## src/rtl/pipeline_pkg.sv

```systemverilog
// Shared types for the hazard scoreboard: the in-flight slot record,
// the stall-tracking FSM states and the hard-wired zero register index.
package pipeline_pkg;

    localparam int REG_IDX_W = 5;

    localparam logic [REG_IDX_W-1:0] REG_ZERO = '0;

    typedef struct packed {
        logic                 valid;
        logic [REG_IDX_W-1:0] dest;
        logic                 is_load;
    } slot_t;

    typedef enum logic {
        RUN   = 1'b0,
        STALL = 1'b1
    } hz_state_e;

    localparam slot_t SLOT_EMPTY = '{valid: 1'b0, dest: REG_ZERO, is_load: 1'b0};

endpackage

```

## src/rtl/hazard_slot_cmp.sv

```systemverilog
// Source-versus-slot match cell: one source register index compared against
// one in-flight slot. Register zero never matches because it is hard-wired.
module hazard_slot_cmp
    import pipeline_pkg::*;
(
    input  logic [REG_IDX_W-1:0] src,
    input  logic                 src_en,
    input  slot_t                slot,
    output logic                 match
);

    assign match = src_en && slot.valid && (src != REG_ZERO) && (src == slot.dest);

endmodule

```

## src/rtl/hazard_scoreboard.sv

```systemverilog
// In-order pipeline hazard scoreboard: tracks the destinations of the
// instructions in EX, MEM and WB and stalls ID on a read-after-write hazard.
// Build option HAZARD_FORWARD_EN: when defined, EX/MEM forwarding is assumed
// and only load-use on the EX slot stalls; otherwise EX and MEM both stall.
//
// state | meaning
// RUN   | no stall in the previous cycle
// STALL | ID was held in the previous cycle (counted into stall_cycles)
module hazard_scoreboard
    import pipeline_pkg::*;
#(
    parameter int NUM_REGS = 32,
    parameter int CNT_W    = 16
) (
    input  logic                        clk,
    input  logic                        reset,
    input  logic                        id_valid,
    input  logic [$clog2(NUM_REGS)-1:0] id_rs,
    input  logic [$clog2(NUM_REGS)-1:0] id_rt,
    input  logic                        id_uses_rt,
    input  logic                        id_reg_write,
    input  logic                        id_mem_read,
    input  logic [$clog2(NUM_REGS)-1:0] id_dest,
    input  logic                        ex_flush,
    output logic                        pc_write,
    output logic                        if_id_write,
    output logic                        id_ex_bubble,
    output logic                        if_id_flush,
    output logic [CNT_W-1:0]            stall_cycles
);

    // The slot record is sized for the package index width; the default
    // NUM_REGS keeps the two in agreement.
    slot_t      ex_q, mem_q, wb_q;
    slot_t      ex_d;
    hz_state_e  state_q, state_d;
    logic       rs_ex_hit, rt_ex_hit, rs_mem_hit, rt_mem_hit;
    logic       hazard;
    logic       stall;
    logic       hz_unused;

    hazard_slot_cmp u_rs_ex  (.src(id_rs), .src_en(1'b1),       .slot(ex_q),  .match(rs_ex_hit));
    hazard_slot_cmp u_rt_ex  (.src(id_rt), .src_en(id_uses_rt), .slot(ex_q),  .match(rt_ex_hit));
    hazard_slot_cmp u_rs_mem (.src(id_rs), .src_en(1'b1),       .slot(mem_q), .match(rs_mem_hit));
    hazard_slot_cmp u_rt_mem (.src(id_rt), .src_en(id_uses_rt), .slot(mem_q), .match(rt_mem_hit));

`ifdef HAZARD_FORWARD_EN
    // Forwarding covers everything except a load whose data is not back yet.
    assign hazard    = id_valid && ex_q.is_load && (rs_ex_hit || rt_ex_hit);
    assign hz_unused = ^{wb_q, mem_q.is_load, rs_mem_hit, rt_mem_hit};
`else
    // No forwarding: any producer still in EX or MEM blocks the read.
    assign hazard    = id_valid && (rs_ex_hit || rt_ex_hit || rs_mem_hit || rt_mem_hit);
    assign hz_unused = ^{wb_q, mem_q.is_load, ex_q.is_load};
`endif

    // A flush kills the instruction in ID, so it overrides any stall.
    assign stall        = hazard && !ex_flush;
    assign pc_write     = !stall;
    assign if_id_write  = !stall;
    assign id_ex_bubble = stall || ex_flush;
    assign if_id_flush  = ex_flush;

    // Next EX slot: only real, non-zero-destination writers that actually issue.
    always_comb begin
        ex_d         = SLOT_EMPTY;
        ex_d.valid   = id_valid && id_reg_write && (id_dest != REG_ZERO) && !stall && !ex_flush;
        ex_d.dest    = id_dest;
        ex_d.is_load = id_mem_read;
    end

    // In-flight table: EX loads from ID, MEM and WB shift unconditionally.
    always_ff @(posedge clk or posedge reset) begin
        if (reset) begin
            ex_q  <= SLOT_EMPTY;
            mem_q <= SLOT_EMPTY;
            wb_q  <= SLOT_EMPTY;
        end else begin
            ex_q  <= ex_d;
            mem_q <= ex_q;
            wb_q  <= mem_q;
        end
    end

    // Stall-history state register.
    always_ff @(posedge clk or posedge reset) begin
        if (reset) state_q <= RUN;
        else       state_q <= state_d;
    end

    // Next state: follow the stall signal, with flush forcing RUN.
    always_comb begin
        state_d = RUN;
        case (state_q)
            RUN:     if (stall && !ex_flush) state_d = STALL;
            STALL:   if (stall && !ex_flush) state_d = STALL;
            default: state_d = RUN;
        endcase
    end

    // Saturating count of edges spent in STALL.
    always_ff @(posedge clk or posedge reset) begin
        if (reset)
            stall_cycles <= '0;
        else if (state_q == STALL && stall_cycles != {CNT_W{1'b1}})
            stall_cycles <= stall_cycles + CNT_W'(1);
    end

endmodule

```

## config.mk

```make
export PLATFORM = sky130hd
export DESIGN_NAME = hazard_scoreboard
export DESIGN_NICKNAME = d
export VERILOG_FILES = /design/src/rtl/pipeline_pkg.sv /design/src/rtl/hazard_slot_cmp.sv /design/src/rtl/hazard_scoreboard.sv
export SDC_FILE = /design/constraint.sdc
export NUM_CORES = 1
export LEC_CHECK = 0
export CORE_MARGIN = 2
export CORE_UTILIZATION = 41
export CTS_CLUSTER_DIAMETER = 60
export DETAILED_ROUTE_END_ITERATION = 6
export GPL_TIMING_DRIVEN = 0
export PLACE_DENSITY = 0.8
export SETUP_SLACK_MARGIN = 0.2
export SYNTH_ARGS = -nofsm -noshare
export SYNTH_HDL_FRONTEND = slang
export SYNTH_SLANG_ARGS = --single-unit
```

## constraint.sdc

```tcl
create_clock -name clk -period 2 [get_ports clk]
set_input_delay 0.3 -clock clk [delete_from_list [all_inputs] [get_ports clk]]
set_output_delay 0.3 -clock clk [all_outputs]
set_load 0.02 [all_outputs]
```

**After elaboration in Yosys (flattened, before gate mapping)**

Index checks and enable logic that the tools add are counted.

- Register bits after elaboration: 29
- Bits of input ports: 22
- Output and inout port bits: 20
- Word-level logic and storage cells: 40

- $add $sub $neg: 1
- Eq/ne operators: 5
- Muxes and demuxes: 1
- Reductions and logical operators: 27

Operator list:

| cell | count |
|---|---|
| == test 5 bit | 4 |
| logical AND 1 bit | 18 |
| adder 16 x 1 -> 16 bit (second input constant) | 1 |
| inequality test 16 bit (second input constant) | 1 |
| nonzero test 5 bit | 3 |
| logical OR 1 bit | 4 |
| logical NOT 1 bit | 2 |
| 2-to-1 mux 1 bit | 1 |

**Depth between registers and ports, before layout**

Gate-level depths: netlist of the first run.

- Depth after elaboration: 11
- Mapped depth: 7

**By module**

Synthesis of the first run repeated with hierarchy kept, for this count alone.

- Cells, all modules: 141
- Area, all modules: 1,549.0 um^2

By module, submodules not included:

| module | times used | cells each | area an instance (um^2) | sequential area each (um^2) |
|---|---|---|---|---|
| hazard_scoreboard | 1 | 101 | 1,243.7 | 775.7 |
| hazard_slot_cmp | 4 | 10 | 76.3 | 0.0 |

**Least setup slack after synthesis of the first run**

Ideal clock, no wire load.

- Path kind: input-to-output
- Start: input port id_rt[0]
- End: output port pc_write
- Arrival: 1.884 ns
- Data required time: 1.700 ns
- Path slack: -0.184 ns
- Stages: 7
- Cells stage by stage: or4_1 > o21ai_2 > nor4_1 > o21a_1 > o31a_1 > or2b_1 > buf_4

- Word-level cells in the longest chain between the ends: 9
- Elaborated cells between the ends (all ways): 13

Ends and longest elaborated chain:

| item | RTL line | RTL |
|---|---|---|
| start, declared | hazard_scoreboard.sv:19 | `input logic [$clog2(NUM_REGS)-1:0] id_rt,` |
| nonzero test 5 bit | hazard_slot_cmp.sv:12 | `assign match = src_en && slot.valid && (src != REG_ZERO) && (src == slot.dest);` |
| logical AND 1 bit (2 in series) | hazard_slot_cmp.sv:12 |  |
| logical OR 1 bit (2 in series) | hazard_scoreboard.sv:53 | `assign hazard = id_valid && (rs_ex_hit \|\| rt_ex_hit \|\| rs_mem_hit \|\| rt_mem_hit);` |
| logical OR 1 bit * | hazard_scoreboard.sv:53 |  |
| logical AND 1 bit * | hazard_scoreboard.sv:53 |  |
| logical AND 1 bit * | hazard_scoreboard.sv:58 | `assign stall = hazard && !ex_flush;` |
| logical NOT 1 bit * | -- |  |
| end, declared | hazard_scoreboard.sv:25 | `output logic pc_write,` |

Every way passes the cells marked *; elsewhere a longest branch is shown, timed or not.

**Worst setup path in the final report of the first run**

- Start: input port id_rt[2]
- End: output port id_ex_bubble

- Word-level cells in the longest chain between the ends: 9
- Elaborated cells between the ends (all ways): 13

Ends and longest elaborated chain:

| item | RTL line | RTL |
|---|---|---|
| nonzero test 5 bit | hazard_slot_cmp.sv:12 |  |
| logical AND 1 bit (2 in series) | hazard_slot_cmp.sv:12 |  |
| logical OR 1 bit (2 in series) | hazard_scoreboard.sv:53 |  |
| logical OR 1 bit * | hazard_scoreboard.sv:53 |  |
| logical AND 1 bit * | hazard_scoreboard.sv:53 |  |
| logical AND 1 bit * | hazard_scoreboard.sv:58 |  |
| logical OR 1 bit * | hazard_scoreboard.sv:61 | `assign id_ex_bubble = stall \|\| ex_flush;` |
| end, declared | hazard_scoreboard.sv:27 | `output logic id_ex_bubble,` |

Marked as above.

==> impl_metrics.json, run 1 <==
{
  "hp-class": "flip-flop to flip-flop",
  "ir_drop_uv": 322,
  "cts_root_buf": "clkbuf_4",
  "synth_nets": 143,
  "clock_latency_ns": 0.33,
  "ys_ff_latch": 29,
  "setup_violations": 3,
  "r2r_cells": 6,
  "cts_tree": "built",
  "grt-ovfl-total": 0,
  "hold_violations": 0,
  "whs_ns": 0.396,
  "crit_start": "id_rt[2]",
  "fin_crit_sh_pct": 122,
  "finalClockSkew_ns": 0.00964,
  "final_core_util_pct": 62.7,
  "p_per_area_mw_per_mm2": 563,
  "grt_usage_pct": 18.7,
  "die_w_microns": 61.6,
  "hold_end": "mem_q[6]",
  "status": "finished, violations left",
  "violations": "negative setup slack",
  "tightest_slew_ns": 1.07,
  "numCtsBuffers": 5,
  "power_leakage_nw": 0.895,
  "synth_cells": 120,
  "cts-htree-levels": 2,
  "grt_pass1_vias": 1120,
  "synth_warnings": 0,
  "dpl.hpwl_mm": 2.25,
  "clk_pin_slew_ns": 0.09,
  "r2r-end": "stall_cycles[1]",
  "fmax_mhz": 410,
  "critPathCaptureType": "output pin",
  "place_area_sq_mm": 0.00183,
  "reg2reg_slack_ns": 0.28,
  "ys_types": 26,
  "clock_sinks": 29,
  "routed_wirelength_mm": 3.14,
  "place_congestion": 0.888,
  "coreArea_sq_mm": 0.00310,
  "relSlewSlack_pct": 28.6,
  "worstPathRequired_ns": 1.70,
  "grt_pass1_wl_mm": 5.09,
  "hp-start": "ex_q[6]",
  "design_area_sq_mm": 0.00194,
  "clock_tree.buffer_depth": 2,
  "vias": 1064,
  "fin_crit_ns": 2.44,
  "crit_arrival_ns": 2.14,
  "pin_count": 42,
  "via_per_inst": 4.90,
  "drive_above_1_share_pct": 22.5,
  "start_util_pct": 43.8,
  "hold_depth": 0,
  "io_buffer_count": 40,
  "synth_area_sq_mm": 0.00136,
  "setup_ws_ns": -0.438,
  "r2r_start": "stall_cycles[7]",
  "place_ws_ns": -1.23,
  "drt_iter0_markers": 49,
  "dr.pass1.iters": 4,
  "path_class": "input port to output pin",
  "die_h_microns": 61.6,
  "antenna_found_initial": 0,
  "crit_fanout": 4,
  "grt_max_degree": 30,
  "diodes": 0,
  "area_delta_synth_final_pct": 43.1,
  "wl_per_cell_microns": 14.4,
  "startpoint_type": "input port",
  "die_area_sq_mm": 0.00379,
  "nNetsFinal": 195,
  "drc": 0,
  "grt_setup_unrepaired": "true",
  "finalMaxSlewViolations": 0,
  "cap_violations": 0,
  "syn-mean-instance-area_sq_um": 11.3,
  "row_count": 20,
  "tns_ns": -1.11,
  "seq_area_frac_synth_pct": 53.4,
  "postRouteAntennaNets": 0
}
cells by family after synthesis:
family / share of synthesized area (%)
AO/OA/AOI/OAI: 3.41
multiplexers: 0.829
XOR/XNOR: 21.9
flip-flops: 53.4
buffers and inverters: 1.93
adder cells (fa/ha/maj): 0.921
AND/OR/NAND/NOR: 17.6
worst max-delay path, cell delays in order:
cell and delay, ns:
buf_6 0.10, or4_4 0.54, o21ai_4 0.18, nor4_2 0.07
o21a_1 0.17, o31a_1 0.28, buf_4 0.14, or2_4 0.22
buf_6 0.13
where the power goes:
group / total, mW / leakage (nW) / switching [mW] / internal [mW]
clock network: 0.329 / 0.0320 / 0.196 / 0.133
registers: 0.621 / 0.381 / 0.0185 / 0.602
logic: 0.144 / 0.482 / 0.0670 / 0.0773
total: 1.09 / 0.895 / 0.281 / 0.813
how the worst max path moves through the flow:
stage | to | slack (ns)
floorplan | pc_write | -0.09
global route | pc_write | -0.52
global placement | pc_write | -1.18
detailed placement | pc_write | -1.23
CTS | pc_write | -0.42
finish | id_ex_bubble | -0.44
Yosys cell counts:
cell	n	area share, %
dfrtp_1	29	53
xnor2_1	22	14
xor2_1	12	7.7
nand2_1	9	2.5
nor2_1	6	1.7
and3_1	5	2.3
nand3_1	5	1.8
nand4_1	5	2.3
nor4_1	3	1.4
or4_1	3	1.7
and4_1	2	1.3
buf_4	2	1.1
inv_1	2	0.55
nor3_1	2	0.74
o21a_1	2	1.1
a31oi_1	1	0.46
and2_1	1	0.46
clkbuf_1	1	0.28
ha_1	1	0.92
mux2_2	1	0.83
nor2b_1	1	0.46
o211ai_1	1	0.55
o21ai_2	1	0.64
o31a_1	1	0.64
or2_1	1	0.46
or2b_1	1	0.55
cell usage in the layout, fill, tap and decap left out, drive strengths merged:
cell and count:
dfrtp 29, o211ai 1, or2 1, o21ai 1, o21a 2, clkinv 2
buf 17, clkbuf 8, and2 1, clkdlybuf4s50 24, nor2 6, xnor2 22
and4 2, a31oi 1, nor2b 1, or2b 1, xor2 12, nand3 5
nor4 3, nand4 5, dlygate4sd2 3, dlymetal6s2s 2, or4 3, inv 2
and3 5, nand2 9, o31a 1, nor3 2, mux2 1, ha 1
routing by layer:
layer / wire, microns / share of wire, % / track usage [%]
met5: 0 / 0 / 0
met4: 72 / 2.3 / 6.38
met3: 172 / 5.5 / 6.72
met2: 1570 / 50 / 31.9
met1: 1320 / 42 / 21.8
state kept, by name, summed over array words and instances (netlist names):
signal / count
stall_cycles: 16
ex_q: 6
mem_q: 6
state_q: 1
layout make-up:
type                            count  area, sq um
Fill cell                         272         1160
Clock inverter                      2         10.0
Clock buffer                        6         41.3
Inverter                            2         7.51
Sequential cell                    29          726
Multi-Input combinational cell     86          666
Timing Repair Buffer               45          415
Buffer                              3         23.8
Tap cell                           44         55.1
what timing repair did:
item / CTS / global route
resized for setup: 61 / 8
pin swaps: 7 / 2
gates cloned: 0 / 0
setup endpoints to repair: 7 / 11
hold buffers: 0 / 0
setup buffers: 2 / 3
endpoints found under the hold margin: 0 / 0
through the flow:
stage	power, mW	std cells
floorplan	0.694	120
global placement	0.768	204
detailed placement	0.774	204
CTS	1.11	214
global route	1.17	217
finish	1.09	217
Power figures use the tool's default switching activity.
==> run 2, diff against run 1 <==
Settings changed: CORE_UTILIZATION 41 to 43, CTS_BUF_LIST set to sky130_fd_sc_hd__clkbuf_2, PLACE_DENSITY 0.8 to not set, PLACE_DENSITY_LB_ADDON set to 0.1.
==> run 2 against run 1 <==
The run still ends with negative setup slack left. Via count down 2.4%. First-iteration DRC count fell by 61%. Final area increased by 1.5%. Setup slack better by 0.034 ns. Sequential power hardly changed. Maximum frequency increased by 1.4%. Clock power is 23% higher. Total power is 7.6% higher. Register-to-register slack improved by 0.02 ns. Flip-flop and latch count unchanged. Core utilization rose by 2.5 points.
==> impl_metrics.json, run 2 (synthesis results as in run 1) <==
{
  "status": "finished, violations left",
  "violations": "negative setup slack",
  "startpoint_type": "input port",
  "dr.pass1.iters": 3,
  "path_class": "input port to output pin",
  "p_clk_share_pct": 34.5,
  "cp.depth": 9,
  "drt_iter0_markers": 19,
  "row_count": 20,
  "p_int_mw": 0.901,
  "finalMaxSlewViolations": 0,
  "dpl.hpwl_mm": 2.09,
  "reg_top3": "stall_cycles (16), ex_q (6), mem_q (6)",
  "setup_ws_ns": -0.405,
  "switching_share_pct": 23.4,
  "postRouteAntennaNets": 0,
  "reg2reg_slack_ns": 0.30,
  "cts_tree": "built",
  "nNetsFinal": 196,
  "grt_max_degree": 30,
  "place_ws_ns": -1.19,
  "pin_count": 42,
  "tightest_slew_ns": 1.08,
  "cts-htree-levels": 2,
  "io_buffer_count": 40,
  "hold_violations": 0,
  "die_w_microns": 60.2,
  "cts_root_buf": "clkbuf_2",
  "cp_slowest_stage_delay_ns": 0.52,
  "path_cells": "buf_8 > or4_4 > o21ai_2 > nor4_2 > o21a_1 > o31a_1 > buf_4 > or2_4 > buf_6",
  "fin_crit_sh_pct": 120,
  "worstPathRequired_ns": 1.70,
  "die_area_sq_mm": 0.00363,
  "area_delta_synth_final_pct": 45.2,
  "setup_violations": 3,
  "hold_depth": 1,
  "routed_wirelength_mm": 2.90,
  "grt_usage_pct": 18.0,
  "largest_reg_flops": 16,
  "die_h_microns": 60.2,
  "path_buf_inv": 3,
  "finalClockSkew_ns": 0.00968,
  "seqPwrFrac_pct": 52.8,
  "relSlewSlack_pct": 28.1,
  "cap_violations": 0,
  "p_per_area_mw_per_mm2": 597,
  "numCtsBuffers": 5,
  "power_leakage_nw": 0.917,
  "coreArea_sq_mm": 0.00303,
  "power_mw": 1.18,
  "grt-ovfl-total": 0,
  "clock_latency_ns": 0.34,
  "cpMaxStageDelayCell": "or4_4",
  "vias": 1038,
  "antenna_found_initial": 0,
  "place_congestion": 0.903,
  "diodes": 0,
  "fin_crit_ns": 2.40,
  "regMostFlops": "stall_cycles",
  "drive_above_1_share_pct": 23.6,
  "crit_arrival_ns": 2.10,
  "wl_per_cell_microns": 13.3,
  "fmax_mhz": 416,
  "via_per_inst": 4.76,
  "cp_top_family": "simple AND/OR/NAND/NOR gates",
  "tns_ns": -1.08,
  "layout_commonest_cell": "dfrtp_1",
  "ir_drop_uv": 426,
  "start_util_pct": 44.9,
  "crit_fanout": 3,
  "grt_pass1_wl_mm": 4.66,
  "power_switching_mw": 0.276,
  "drc": 0,
  "r2r_cells": 6,
  "grt_setup_unrepaired": "true",
  "critPathCaptureType": "output pin",
  "clock_tree.buffer_depth": 2,
  "final_cell_mix": "28 x dfrtp_1, 23 x clkdlybuf4s50_1, 22 x xnor2_1",
  "clk_pin_slew_ns": 0.14,
  "grt_pass1_vias": 1028,
  "hp-class": "input port to flip-flop",
  "final_core_util_pct": 65.2,
  "ctsHoldBuffers": 0,
  "p_comb_share_pct": 12.7,
  "clock_sinks": 29
}
==> run 2: worst paths after layout <==
kind | startpoint | end
max | id_rt[2] | id_ex_bubble
min | id_dest[3] | ex_q[4]
max reg2reg | stall_cycles[0] | stall_cycles[1]
min reg2reg | ex_q[6] | mem_q[6]
max in group asynchronous | reset | stall_cycles[0]
min in group asynchronous | reset | stall_cycles[9]
==> run 2: area by class of cell <==
| type | count | area, sq um |
|---|---|---|
| Buffer | 3 | 23.8 |
| Timing Repair Buffer | 46 | 435 |
| Inverter | 2 | 7.51 |
| Sequential cell | 29 | 727 |
| Multi-Input combinational cell | 86 | 661 |
| Tap cell | 44 | 55.1 |
| Fill cell | 257 | 1050 |
| Clock inverter | 2 | 33.8 |
| Clock buffer | 6 | 30.0 |
==> run 2: metal layers <==
metal  GRT usage [%]  routed length (microns)
met3            6.93                      175
met4            7.94                       17
met2            27.6                     1450
met1            22.4                     1260
met5               0                        0
==> run 2: through the flow <==
step	cell area [sq um]	cells	hold slack, ns
floorplan	1370	120	0.331
global placement	1830	204	0.371
detailed placement	1830	204	0.373
CTS	1920	215	0.397
global route	1970	218	0.367
finish	1970	218	0.418
==> run 2: power by group through the flow <==
stage / logic, mW / registers (mW) / clock network (mW)
2_1_floorplan: 0.0591 / 0.635 / 0
4_1_cts: 0.142 / 0.622 / 0.420
3_5_place_dp: 0.139 / 0.633 / 0
5_1_grt: 0.165 / 0.626 / 0.446
6_report: 0.149 / 0.622 / 0.406
3_3_place_gp: 0.136 / 0.633 / 0
==> run 2: timing repair <==
item / 4_1_cts / 5_1_grt
setup endpoints to repair: 8 / 15
setup buffers: 3 / 3
gates resized for setup: 62 / 10
pin swaps: 7 / 2
==> RTL edit 1: new RTL, settings of run 1 <==
Add a define of `HAZARD_FORWARD_EN`.
--- a/src/rtl/hazard_scoreboard.sv
+++ b/src/rtl/hazard_scoreboard.sv
@@ -6,6 +6,8 @@
 // state | meaning
 // RUN   | no stall in the previous cycle
 // STALL | ID was held in the previous cycle (counted into stall_cycles)
+`define HAZARD_FORWARD_EN
+
 module hazard_scoreboard
     import pipeline_pkg::*;
 #(
Behaviour: not the same (a bounded check fails within 4 cycles, from zero or initial values and one cycle with reset high).
==> RTL edit 1 against run 1 <==
The flow still finishes with violations (setup timing). Sequential share of layout area shrank 3.5 points. Power decreased by 13%. Non-clock buffer count rose by 2. Synthesized cell count decreased by 13%. Routed wire length down 2.5%. Largest cell class unchanged. Setup slack improved by 0.27 ns. Sequential cell count down 5. Cell area is 8.0% lower. Synthesized area fell by 13%. Cell count down 14%.
==> RTL edit 1: results (changes against run 1) <==
----------------------------------------------------
[Run status]
  Run status ... finished, violations left
  Violated checks ... setup timing

[STA]
  Smallest setup slack after layout ... -0.171 ns (+0.267 ns)
  Worst-Margin Slew ... 0.859 ns (-0.211 ns)
  Fin Clk Skew ... 0.00243 ns (-0.00722 ns)
  Final setup violating endpoints ... 3 (unchanged)

[Placed design]
  Placer Congestion ... 0.835 (-5.9%)
  Detailed-placement wirelength estimate ... 2070 um (-7.7%)
  Worst slack at placement ... -0.820 ns (+0.408 ns)
  Number of port buffers ... 41 (+2.5%)

[Synthesis]
  Fraction of synthesized cell area in xor and xnor cells ... 14.1% (-7.8 points)
  Mux share of post-synthesis cell area ... 1.81% (+0.98 points)
  Post-synthesis cell type count ... 35 (+35%)
  Ranking of synthesized cells by area ... sky130_fd_sc_hd__dfrtp_1, sky130_fd_sc_hd__xnor2_1, sky130_fd_sc_hd__xor2_1
  Most used standard cells in the synthesized netlist ... sky130_fd_sc_hd__dfrtp_1, sky130_fd_sc_hd__xnor2_1, sky130_fd_sc_hd__nand2_1
  Mapped Cells ... 105 (-13%)

[Critical path]
  Slowest stage cell, crit path ... sky130_fd_sc_hd__clkdlybuf4s50_1
  Worst path max stage delay ... 0.46 ns (-0.08 ns)
  Crit path arrival time ... 1.87 ns (-0.27 ns)
  Largest fanout on the critical path ... 2 (-2)

[Clock tree]
  Clock transition at the register clock pins on the worst setup and hold paths after CTS ... 0.13 ns (+0.04 ns)
  Total clock buffers created by CTS ... 3 (-2)

[Hold path]
  Worst min path class ... in -> reg

[Routing]
  Initial drt markers ... 32 (-35%)
  Number of vias after detailed routing ... 996 (-6.4%)
  Post-detailed-route wirelength per cell ... 16.3 um (+13%)

[Pwr]
  IR drop worst, VDD ... 0.393 mV (+22%)

[Global route]
  Maximum number of pins on one net before global-route repair ... 25 (-17%)
  All-Layer GR Usage ... 19.9% (+1.2 points)

[Finish]
  Leading registers by flop count ... stall_cycles (16), ex_q (7), state_q (1)
  Filler cell count ... 236 (-13%)
  Fraction of final layout cells sized beyond drive strength 1 ... 23.1% (+0.53 points)
  Number of nets in the final layout ... 180 (-7.7%)

----------------------------------------------------
-- RTL edit 1: routing by layer --
metal	up-vias	track usage (%)	share of wire, %
met5	-	0	0
met4	0	8.31	2.2
met3	7	3.85	4.5
met2	34	36.0	54
met1	478	22.5	39
li1	477	-	-
-- RTL edit 1: timing repair --
action,4_1_cts,5_1_grt
setup endpoints to repair,5,7
buffers inserted,5,1
hold buffers,0,0
pin swaps,8,1
gates resized for setup,32,5
-- RTL edit 1: power breakdown --
group	internal [uW]	switching, uW
clock network	203	149
registers	493	7.70
logic	56.6	44.0
-- RTL edit 1: per-stage QoR --
| stage | TNS, ns | hold WS [ns] | area, um2 | total power, uW |
|---|---|---|---|---|
| 2_1_floorplan | 0 | 0.314 | 1180 | 542 |
| 3_3_place_gp | -2.07 | 0.476 | 1630 | 600 |
| 3_5_place_dp | -2.30 | 0.481 | 1630 | 602 |
| 4_1_cts | -0.356 | 0.413 | 1760 | 958 |
| 5_1_grt | -0.696 | 0.386 | 1790 | 997 |
| 6_report | -0.368 | 0.413 | 1790 | 954 |
-- RTL edit 1: path summary, 6_finish.rpt --
| check | start | to | slack, ns | cells after the start |
|---|---|---|---|---|
| worst max-delay path | id_rs[3] | id_ex_bubble | -0.17 | 7 |
| worst min-delay path | id_mem_read | ex_q[0] | 0.41 | 1 |
| worst max register to register | ex_q[3] | state_q | 0.24 | 7 |
| worst min register to register | stall_cycles[15] | stall_cycles[15] | 0.50 | 1 |
| max in group asynchronous | reset | stall_cycles[0] | 0.97 | 2 |
| min in group asynchronous | reset | stall_cycles[11] | 0.44 | 2 |
-- RTL edit 1: area by class of cell --
type	instances	area, um2	area share, %
Buffer	3	30.0	1.68
Clock buffer	3	22.5	1.26
Clock inverter	1	30.0	1.68
Inverter	3	11.3	0.630
Multi-Input combinational cell	75	598	33.5
Sequential cell	24	604	33.8
Tap cell	31	38.8	2.17
Timing Repair Buffer	47	453	25.3
-- RTL edit 1: kinds of logic after synthesis --
kind of cell,Yosys count
XOR/XNOR,19
adder cells (fa/ha/maj),1
AO/OA/AOI/OAI,15
buffers and inverters,6
AND/OR/NAND/NOR,38
multiplexers,2
flip-flops,24
==> RTL edit 2: new RTL, config.mk and constraints of run 1 <==
Without the edit above. Make the reset (`reset`) synchronous in 3 clocked blocks.
--- a/src/rtl/hazard_scoreboard.sv
+++ b/src/rtl/hazard_scoreboard.sv
@@ -70,7 +70,7 @@
     end
 
     // In-flight table: EX loads from ID, MEM and WB shift unconditionally.
-    always_ff @(posedge clk or posedge reset) begin
+    always_ff @(posedge clk) begin
         if (reset) begin
             ex_q  <= SLOT_EMPTY;
             mem_q <= SLOT_EMPTY;
@@ -83,7 +83,7 @@
     end
 
     // Stall-history state register.
-    always_ff @(posedge clk or posedge reset) begin
+    always_ff @(posedge clk) begin
         if (reset) state_q <= RUN;
         else       state_q <= state_d;
     end
@@ -99,7 +99,7 @@
     end
 
     // Saturating count of edges spent in STALL.
-    always_ff @(posedge clk or posedge reset) begin
+    always_ff @(posedge clk) begin
         if (reset)
             stall_cycles <= '0;
         else if (state_q == STALL && stall_cycles != {CNT_W{1'b1}})
Behaviour: differs if reset is asserted again (counterexample within 4 cycles, from zero or initial values and one cycle with reset high); with reset held inactive, the same outputs for 10 cycles.
==> RTL edit 2 against run 1 <==
Clock power about the same. Sequential share of layout area fell by 6.6 points. Routed wire length is 1.7% lower. The flow still finishes with violations (setup timing). Cell count up 16%. Largest power group unchanged. Power decreased by 4.3%. Sequential cell count stayed put. Cell area increased by 1.1%. Clock skew shrank 0.0081 ns. Combinational power is 18% lower. Setup slack improved by 0.25 ns. Largest cell class is now multi-input gates. Synthesized area increased by 2.7%. Critical path type unchanged.
==> RTL edit 2: results (changes against run 1) <==
----------------------------------------------------
[Run status]
  Run status ... finished, violations left
  Violated checks ... setup timing

[Synthesis]
  Mux share of post-synthesis cell area ... 0% (-0.83 points)
  Mean post-synth cell area ... 9.00 um2 (-21%)
  Number of nets produced by synthesis ... 178 (+24%)
  Ranking of synthesized cells by area ... sky130_fd_sc_hd__dfxtp_1, sky130_fd_sc_hd__xor2_1, sky130_fd_sc_hd__xnor2_1
  Most used standard cells in the synthesized netlist ... sky130_fd_sc_hd__dfxtp_1, sky130_fd_sc_hd__xor2_1, sky130_fd_sc_hd__xnor2_1
  Share of async-settable or async-resettable flops after synthesis ... 0% (-100 points)
  Adder-cell area share of the yosys netlist ... 0.897% (-0.024 points)
  Main combinational cell family by area after synthesis ... simple AND/OR/NAND/NOR gates
  Fraction of synthesized cell area in xor and xnor cells ... 18.2% (-3.7 points)
  Post-synthesis cell type count ... 36 (+38%)
  Compound-Gate Fraction of Synth Area ... 9.06% (+5.7 points)

[Hold path]
  Worst min path class ... in -> reg
  Instance count along the most critical hold path ... 2 (+2)

[Pwr]
  IR drop worst, VDD ... 0.275 mV (-15%)

[Global route]
  All-Layer GR Usage ... 17.0% (-1.7 points)
  Wire length of the first global-routing pass ... 5120 um (+0.67%)

[Finish]
  Number of standard cells in the final layout excluding fillers ... 251 (+16%)
  Filler cell count ... 306 (+13%)
  Number of nets in the final layout ... 227 (+16%)
  Fraction of final layout cells sized beyond drive strength 1 ... 25.9% (+3.3 points)

[Critical path]
  Crit path arrival time ... 1.89 ns (-0.25 ns)
  Depth of the worst register-to-register path ... 6 (unchanged)

[Placed design]
  Number of port buffers ... 39 (-2.5%)
  Worst slack at placement ... -1.01 ns (+0.220 ns)
  Post-placement cell count ... 240 (+18%)
  Detailed-placement wirelength estimate ... 2230 um (-0.81%)
  Placer Congestion ... 0.926 (+4.3%)

[STA]
  Slew margin rel. ... 66.6% (+38 points)
  Smallest setup slack after layout ... -0.193 ns (+0.246 ns)
  Final setup violating endpoints ... 3 (unchanged)
  Fin Clk Skew ... 0.00159 ns (-0.00806 ns)

[Routing]
  Post-Route WL ... 3080 um (-1.7%)
  Initial drt markers ... 25 (-49%)
  Routed vias/inst ... 5.06 (+3.3%)

[Clock tree]
  Total number of H-tree levels ... 2 (unchanged)

----------------------------------------------------
RTL edit 2: critical path, cell delays in order:
cell and delay [ns]:
sky130_fd_sc_hd__buf_2 0.12, sky130_fd_sc_hd__or4_1 0.53, sky130_fd_sc_hd__nor2_2 0.16, sky130_fd_sc_hd__nor4_2 0.07
sky130_fd_sc_hd__o21ai_2 0.19, sky130_fd_sc_hd__o311ai_4 0.16, sky130_fd_sc_hd__nand3b_1 0.15, sky130_fd_sc_hd__buf_6 0.11
sky130_fd_sc_hd__buf_6 0.10
RTL edit 2: cell families (layout without fill, tap and decap cells):
family,after synthesis,in the layout
adder cells (fa/ha/maj),1,1
AO/OA/AOI/OAI,20,20
XOR/XNOR,29,29
buffers and inverters,7,57
AND/OR/NAND/NOR,69,69
flip-flops,29,29
RTL edit 2: timing repair:
| action | 4_1_cts | 5_1_grt |
|---|---|---|
| pin swaps | 12 | 8 |
| hold endpoints to repair | 0 | 0 |
| gates resized for setup | 57 | 21 |
| setup endpoints to repair | 4 | 9 |
| setup buffers | 3 | 0 |
RTL edit 2: cell type report:
class                           instances  area share (%)
Buffer                                  5            1.53
Clock buffer                            8            2.48
Sequential cell                        29            30.7
Timing Repair Buffer                   42            19.3
Tap cell                               46            2.93
Multi-Input combinational cell        119            42.7
Inverter                                2           0.382
RTL edit 2: stage by stage:
step	area, um2	util, %	setup TNS, ns
2_1_floorplan	1400	-	0
3_3_place_gp	1850	55.8	-3.04
3_5_place_dp	1850	55.8	-3.08
4_1_cts	1920	57.9	-0.539
5_1_grt	1970	59.4	-0.816
6_report	1970	59.4	-0.546
RTL edit 2: path summary, 6_finish.rpt:
check             slack, ns         endpoint             from
hold / removal         0.35         mem_q[3]            reset
hold reg to reg        0.49  stall_cycles[1]  stall_cycles[1]
setup / recovery      -0.19         pc_write         id_rs[2]
setup reg to reg       0.38  stall_cycles[7]  stall_cycles[0]
RTL edit 2: per-layer routing:
layer  global-route usage [%]  vias to the layer above  share of wire, %
met5                        0                        -                 0
met4                     8.06                        0               2.3
met3                     6.88                        9               5.4
met2                     27.3                       26                47
met1                     19.7                      595                45
li1                         -                      641                 -
RTL edit 2: power groups by stage:
| stage | Sequential [uW] | Clock [uW] | Combinational, uW |
|---|---|---|---|
| floorplan | 608 | 0 | 55.5 |
| global placement | 611 | 0 | 115 |
| detailed placement | 612 | 0 | 116 |
| CTS | 598 | 336 | 114 |
| global route | 601 | 374 | 128 |
| finish | 600 | 329 | 118 |
